--- src/rtl/uart_tx_fifo.sv ---
// Buffered 8N1 UART transmitter: a byte FIFO feeding
// an LSB-first serialiser at a fixed baud rate.
module uart_tx_fifo #(
  parameter int CLK_HZ    = 36000000,
  parameter int BAUD      = 9600,
  parameter int FIFO_AW   = 4,
  parameter int STOP_BITS = 1
) (
  input  logic       clk36m,
  input  logic       reset_n,
  input  logic [7:0] tx_data,
  input  logic       tx_wr,
  input  logic       ovf_clr,
  output logic       tx_full,
  output logic       tx_empty,
  output logic       tx_busy,
  output logic       tx_overflow,
  output logic       uart_tx
);

  localparam int DIV   = (CLK_HZ + BAUD / 2) / BAUD;
  localparam int CW    = (DIV < 2) ? 1 : $clog2(DIV);
  localparam int DEPTH = 1 << FIFO_AW;

  localparam logic [CW-1:0] TERM = CW'(DIV - 1);
  localparam logic [CW-1:0] C_ONE = CW'(1);
  localparam logic [2:0] SB_LAST = 3'(STOP_BITS - 1);
  localparam logic [FIFO_AW:0] N_ONE = (FIFO_AW+1)'(1);
  localparam logic [FIFO_AW:0] N_FULL = (FIFO_AW+1)'(DEPTH);
  localparam logic [FIFO_AW-1:0] P_ONE = FIFO_AW'(1);

  if (DIV < 2) begin : g_div_chk
    $error("uart_tx_fifo: bit period DIV must be >= 2");
  end

  typedef enum logic [1:0] {
    IDLE,
    START,
    DATA,
    STOP
  } state_t;

  logic [7:0]         mem [DEPTH];
  logic [FIFO_AW-1:0] wr_ptr;
  logic [FIFO_AW-1:0] rd_ptr;
  logic [FIFO_AW:0]   count;
  logic [FIFO_AW:0]   count_d;
  logic               wr_ok;
  logic               pop;

  state_t     state;
  state_t     state_d;
  logic [CW-1:0] cnt;
  logic [CW-1:0] cnt_d;
  logic [2:0] bit_idx;
  logic [2:0] bit_d;
  logic [7:0] shift;
  logic [7:0] shift_d;
  logic       tx_d;

  assign tx_full  = (count == N_FULL);
  assign tx_empty = (count == '0);
  assign wr_ok    = tx_wr & ~tx_full;

  always_comb begin
    count_d = count;
    unique case ({wr_ok, pop})
      2'b10:   count_d = count + N_ONE;
      2'b01:   count_d = count - N_ONE;
      default: count_d = count;
    endcase
  end

  always_ff @(posedge clk36m) begin
    if (wr_ok) mem[wr_ptr] <= tx_data;
  end

  always_ff @(posedge clk36m or negedge reset_n) begin
    if (!reset_n) begin
      wr_ptr      <= '0;
      rd_ptr      <= '0;
      count       <= '0;
      tx_overflow <= 1'b0;
    end else begin
      if (wr_ok) wr_ptr <= wr_ptr + P_ONE;
      if (pop)   rd_ptr <= rd_ptr + P_ONE;
      count <= count_d;
      // a dropped write outranks a clear on the same edge
      if (tx_wr && tx_full) tx_overflow <= 1'b1;
      else if (ovf_clr)     tx_overflow <= 1'b0;
    end
  end

  always_comb begin
    state_d = state;
    cnt_d   = cnt + C_ONE;
    bit_d   = bit_idx;
    shift_d = shift;
    tx_d    = uart_tx;
    pop     = 1'b0;
    unique case (state)
      IDLE: begin
        tx_d  = 1'b1;
        cnt_d = '0;
        if (!tx_empty) begin
          pop     = 1'b1;
          shift_d = mem[rd_ptr];
          tx_d    = 1'b0;
          state_d = START;
        end
      end
      START: begin
        if (cnt == TERM) begin
          cnt_d   = '0;
          bit_d   = '0;
          tx_d    = shift[0];
          state_d = DATA;
        end
      end
      DATA: begin
        if (cnt == TERM) begin
          cnt_d = '0;
          if (bit_idx == 3'd7) begin
            bit_d   = '0;
            tx_d    = 1'b1;
            state_d = STOP;
          end else begin
            bit_d   = bit_idx + 3'd1;
            shift_d = {1'b0, shift[7:1]};
            tx_d    = shift[1];
          end
        end
      end
      STOP: begin
        if (cnt == TERM) begin
          cnt_d = '0;
          if (bit_idx != SB_LAST) begin
            bit_d = bit_idx + 3'd1;
          end else if (!tx_empty) begin
            // chain straight into the next start bit
            pop     = 1'b1;
            shift_d = mem[rd_ptr];
            tx_d    = 1'b0;
            state_d = START;
          end else begin
            state_d = IDLE;
          end
        end
      end
      default: state_d = IDLE;
    endcase
  end

  always_ff @(posedge clk36m or negedge reset_n) begin
    if (!reset_n) begin
      state   <= IDLE;
      cnt     <= '0;
      bit_idx <= '0;
      shift   <= '0;
      uart_tx <= 1'b1;
      tx_busy <= 1'b0;
    end else begin
      state   <= state_d;
      cnt     <= cnt_d;
      bit_idx <= bit_d;
      shift   <= shift_d;
      uart_tx <= tx_d;
      tx_busy <= (state_d != IDLE) | (count_d != '0);
    end
  end

endmodule

--- config.mk ---
export PLATFORM = sky130hd
export DESIGN_NAME = uart_tx_fifo
export DESIGN_NICKNAME = d
export VERILOG_FILES = /design/src/rtl/uart_tx_fifo.sv
export SDC_FILE = /design/constraint.sdc
export NUM_CORES = 1
export LEC_CHECK = 0
export CAP_MARGIN = 20
export CORE_ASPECT_RATIO = 1.25
export CORE_MARGIN = 4
export CORE_UTILIZATION = 40
export DETAILED_ROUTE_END_ITERATION = 10
export GPL_TIMING_DRIVEN = 1
export PLACE_DENSITY_LB_ADDON = 0.1
export SYNTH_ARGS = -nofsm -noshare
export SYNTH_HDL_FRONTEND = slang
export SYNTH_SLANG_ARGS = --single-unit
--- constraint.sdc ---
create_clock -name clk36m -period 3.9 [get_ports clk36m]
set_input_delay 0.39 -clock clk36m [delete_from_list [all_inputs] [get_ports clk36m]]
set_output_delay 0.39 -clock clk36m [all_outputs]
set_load 0.01 [all_outputs]
======== After elaboration in Yosys (flattened, before gate mapping) ========
Memory sizes are Yosys's and may differ from the RTL's.
Index checks and enable logic that the tools add are counted.
storage, ports and cells
  flip-flop bits (word level) ............. 41
  RAM bits ................................ 128
  bits of input ports ..................... 12
  output and inout bits ................... 5
  word-level logic and storage cells ...... 87
  memories ................................ 1
cells by class
  $add $sub $neg .......................... 6
  eq/ne operators ......................... 15
  muxes and demuxes ....................... 39
  bitwise logic cells ..................... 3
  reduce and logical (&&, ||, !) cells .... 13
memories
  memory  words  bits a word  read ports  clocked after Yosys merged registers in  wr ports  line  source
  mem     16     8            1           0                                        1         43    logic [7:0] mem [DEPTH];
operators by type and width
  operator                                             count
  two-way mux 8 bit                                    5
  one-hot mux 12 bit (2 select lines)                  1
  one-hot mux 8 bit (3 select lines)                   1
  two-way mux 1 bit                                    15
  two-way mux 3 bit                                    5
  AND reduction 5 bit                                  3
  inequality test 2 bit, second input constant         7
  adder 12 x 1 -> 12 bit, second input constant        1
  equality test 12 bit, second input constant          1
  two-way mux 12 bit                                   1
  two-way mux 2 bit                                    6
  one-hot mux 5 bit (2 select lines)                   1
  one-hot mux 3 bit (3 select lines)                   1
  nonzero test 3 bit                                   3
  adder 4 x 1 -> 4 bit, second input constant          2
  one-hot mux 2 bit (4 select lines)                   1
  equality test 2 bit, second input constant           3
  adder 5 x 1 -> 5 bit, second input constant          1
  equality test 5 bit, second input constant           1
  zero test 5 bit                                      1
  nonzero test 5 bit                                   1
  subtractor 5 x 1 -> 5 bit, second input constant     1
  equality test 2 x 1 -> 1 bit, second input constant  2
  one-hot mux 1 bit (4 select lines)                   1
  other kinds (10)                                     11

======== Longest topological paths before layout ========
  depth in word-level cells ............... 9
  depth in mapped cells ................... 14

======== Least setup slack after synthesis ========
OpenSTA, ideal clock, no wires.
  path kind ............................... reg-to-reg
  from .................................... register state[0]
  to ...................................... register tx_busy
  library setup time ...................... 138 ps
  arrival ................................. 2997 ps
  path slack .............................. 765 ps
  cell stages (with the launch flop) ...... 9
  path buffers ............................ 0
  cells stage by stage .................... dfrtp_1 > ha_1 > and3b_1 > a41oi_2 > nor3_1 > ha_1 > mux2_2 > or4_1 > or4_1
between the ends
  word-level cells in the longest chain between the ends .. 6
  elaborated cells on any way between the ends .. 18
ends and longest elaborated chain
  what                                                                        line  source
  start: declaration                                                          51    state_t state;
  start signal: assignment                                                    163   state <= state_d;
  equality test 2 bit / zero test 2 bit (equally long branches)               101   unique case (state)
  one-hot mux 1 bit (2 select lines) *                                        101
  equality test 2 x 1 -> 1 bit / equality test 2 bit (equally long branches)  67    unique case ({wr_ok, pop})
  one-hot mux 5 bit (2 select lines) *                                        67
  named net count_d[1]                                                        47    logic [FIFO_AW:0] count_d;
  nonzero test 5 bit *                                                        168   tx_busy <= (state_d != IDLE) | (count_d != '0);
  OR 1 bit *                                                                  168
  end signal: assignment                                                      168
  end: declaration                                                            16    output logic tx_busy,
Mark *: on every way through the listed nets, which the timed path passes. The rest lies on a longest branch.
A chain may end at the register's enable or synchronous reset.

======== Final worst setup path ========
Ends and elaborated chain as after synthesis.

==> flow_summary.json <==
{
  "status": "finished, final reports clean",
  "antenna_left": 0,
  "grt_setup_unrepaired": "false",
  "die_x_um": 128,
  "switching_power_w": 0.00184,
  "clockBufferDepth": 2,
  "p_clk_frac": 0.286,
  "peakVddDrop_uv": 299,
  "clock_latency_ps": 420,
  "drcViolationCount": 0,
  "syn_nets": 468,
  "synth_edf_count": 128,
  "whs_ps": 106,
  "hold_path.class": "in -> async",
  "core_area_um2": 17600,
  "timing.final.hold_violations": 0,
  "antenna_cells": 0,
  "syn-cell-area_um2": 7230,
  "min_period_over_period": 0.851,
  "synth_seq_area_share": 0.674,
  "drive_above_1_share": 0.199,
  "row_count": 54,
  "numCtsBuffers": 17,
  "grt_max_degree": 42,
  "max_freq_mhz": 301,
  "pin_count": 17,
  "crit_fanout": 8,
  "p_seq_frac": 0.425,
  "dieArea_um2": 20300,
  "syn_to_final_growth_pct": 14.0,
  "cts_resized": 0,
  "n_fill_cell": 1531,
  "synth.avg_cell_area_um2": 16.4,
  "relSlewSlack": 0.375,
  "netlist_instances": 440,
  "grt_pass1_vias": 3978,
  "combPwrFrac": 0.289,
  "clkTransAtPathRegs_ps": 70,
  "synth_warnings": 0,
  "cts_tree": "done",
  "slowest_stage": "or4_1",
  "worstSetupStartpointType": "flip-flop",
  "place_area_um2": 7660,
  "hold_buffers": 0,
  "drt-initial-drc-count": 191,
  "switching_share": 0.317,
  "grt_pass1_wl_mm": 21.9,
  "path_class": "reg -> reg",
  "p_leak_nw": 2.88,
  "synthArstFlopShare": 0.243,
  "via_per_inst": 5.35,
  "dp_hpwl_mm": 9.20,
  "setup.worst_path.end_class": "flip-flop",
  "port_buffers": 16,
  "required_ps": 4200,
  "intPower_w": 0.00396,
  "finClkSkew_ps": 11.5,
  "grt_antenna_before_repair": 0,
  "gr-usage-all-layers": 0.144,
  "dr.pass1.iters": 4,
  "clock-sinks": 169,
  "tns_ps": 0,
  "gp_congestion": 0.810,
  "ys_ff_latch": 169,
  "grt_overflow_total": 0,
  "tightestPinTransition_ps": 936,
  "clock_tree.root_cell": "clkbuf_16",
  "cts_setup_buffers": 0,
  "cts_max_level": 4,
  "setup_viol": 0,
  "maxCapViolations": 0,
  "arrival_ps": 3610,
  "max_stage_delay_ps": 470,
  "die_y_um": 158,
  "synthFlopType": "edfxtp_1",
  "power_density_nw_per_um2": 704,
  "final_nets": 493,
  "crit_chain": "ha_1 -> and3b_1 -> a41oi_2 -> nor3_1 -> buf_4 -> ha_1 -> mux2_2 -> or4_1 -> or4_1",
  "wl_per_cell_um": 19.4,
  "design_area_um2": 8250,
  "fin_crit_ps": 3320,
  "slew_viol_final": 0,
  "drt-total-wl_mm": 13.6,
  "vias": 3754,
  "start_util": 0.410,
  "synth_cell_type_count": 50
}
routing by layer:
layer | wire [µm] | global-route usage | vias up
met2 | 7320 | 0.252 | 49
li1 | - | - | 1758
met4 | 217 | 0.0480 | 0
met3 | 326 | 0.0326 | 14
met5 | 0 | 0 | -
met1 | 5750 | 0.176 | 1933
cells in the final DEF, fill, tap and decap left out, drive strengths merged, types with 4 or more instances in the layout:
master,count
o21ai,14
nor3,6
clkdlybuf4s50,15
edfxtp,128
nand2b,4
nand2,22
ha,16
and3,4
nand3,8
xor2,11
clkbuf,17
clkinv,5
xnor2,9
inv,22
nor2,38
dfrtp,40
mux4,40
mux2i,7
or4,4
buf,12
a21oi,12
worst paths after layout:
path | from | end | slack [ps] | cells after the start
setup / recovery | state[0]$_DFF_PN0_ | tx_busy$_DFF_PN0_ | 580 | 9
setup reg to reg | state[0]$_DFF_PN0_ | tx_busy$_DFF_PN0_ | 580 | 9
hold reg to reg | tx_overflow$_DFFE_PN0P_ | tx_overflow$_DFFE_PN0P_ | 520 | 1
max in group asynchronous | reset_n | rd_ptr[0]$_DFFE_PN0P_ | 3150 | 1
min in group clk36m | tx_overflow$_DFFE_PN0P_ | tx_overflow$_DFFE_PN0P_ | 520 | 1
hold / removal | reset_n | count[2]$_DFF_PN0_ | 110 | 1
power groups by stage:
stage / Sequential, W / Clock [W] / Combinational, W
6_report: 0.00247 / 0.00166 / 0.00167
3_5_place_dp: 0.00250 / 0 / 0.00171
4_1_cts: 0.00247 / 0.00171 / 0.00172
5_1_grt: 0.00251 / 0.00178 / 0.00185
2_1_floorplan: 0.00236 / 0 / 0.00138
3_3_place_gp: 0.00249 / 0 / 0.00169
critical path, delay by kind of cell, from the launching register on:
family | cells | cell delay, ps
buf+inv | 1 | 170
flops | 1 | 440
fa+ha+maj | 2 | 710
compound gates | 1 | 320
mux | 1 | 370
simple gates | 4 | 1180
synth_stat cells (2+ instances only):
cell / n / area share
mux2i_1: 7 / 0.0097
or3_1: 2 / 0.0017
a41o_1: 3 / 0.0042
clkbuf_1: 8 / 0.0042
nor3_1: 6 / 0.0042
o22ai_1: 2 / 0.0017
xnor2_1: 9 / 0.011
buf_1: 5 / 0.0026
mux4_2: 40 / 0.12
and3_1: 4 / 0.0035
o211ai_1: 2 / 0.0021
nor4_1: 2 / 0.0017
nand2_1: 22 / 0.011
mux2_2: 3 / 0.0047
xor2_1: 11 / 0.013
ha_1: 16 / 0.028
nand3_1: 8 / 0.0055
nor2_1: 36 / 0.019
or4_1: 3 / 0.0031
o21ai_0: 14 / 0.0097
buf_2: 7 / 0.0048
edfxtp_1: 128 / 0.53
nand4_1: 3 / 0.0026
and4b_1: 2 / 0.0028
nor2b_1: 3 / 0.0026
dfrtp_1: 40 / 0.14
a211oi_1: 2 / 0.0021
a31oi_1: 2 / 0.0017
a21oi_1: 12 / 0.0083
a32oi_1: 3 / 0.0036
inv_1: 13 / 0.0067
nand2b_1: 4 / 0.0035
layout make-up:
cell class | instances | area (µm²) | area share
inverter | 13 | 48.8 | 0.00592
clock inverter | 15 | 159 | 0.0193
sequential | 169 | 4870 | 0.591
clock buffer | 17 | 425 | 0.0516
multi-input combinational | 237 | 2220 | 0.269
tap | 224 | 280 | 0.0340
timing repair buffer | 27 | 238 | 0.0288
cell families (layout without fill, tap and decap cells):
logic type               count (synthesis)  in the layout  synth area share
flip-flops                             169            169             0.674
AND/OR/NAND/NOR                        102            102            0.0708
multiplexers                            50             50             0.139
AO/OA/AOI/OAI                           49             49            0.0450
buffers and inverters                   34             72            0.0199
XOR/XNOR                                20             20            0.0242
adder cells (fa/ha/maj)                 16             16            0.0277
sequential cells by signal (all words and copies together) (netlist names):
signal / cells
mem: 128
rd_ptr: 4
cnt: 12
state: 2
wr_ptr: 4
bit_idx: 3
tx_overflow: 1
shift: 8
uart_tx: 1
tx_busy: 1
count: 5
through the flow:
| stage | setup slack, ps | power (W) | instances | util |
|---|---|---|---|---|
| floorplan | 765 | 0.00374 | 440 | - |
| CTS | 569 | 0.00589 | 702 | 0.468 |
| detailed placement | 592 | 0.00422 | 670 | 0.434 |
| global placement | 656 | 0.00418 | 670 | 0.434 |
| global route | 426 | 0.00614 | 702 | 0.468 |
| finish | 582 | 0.00580 | 702 | 0.468 |
No activity file was read; power rests on OpenSTA's default activity.
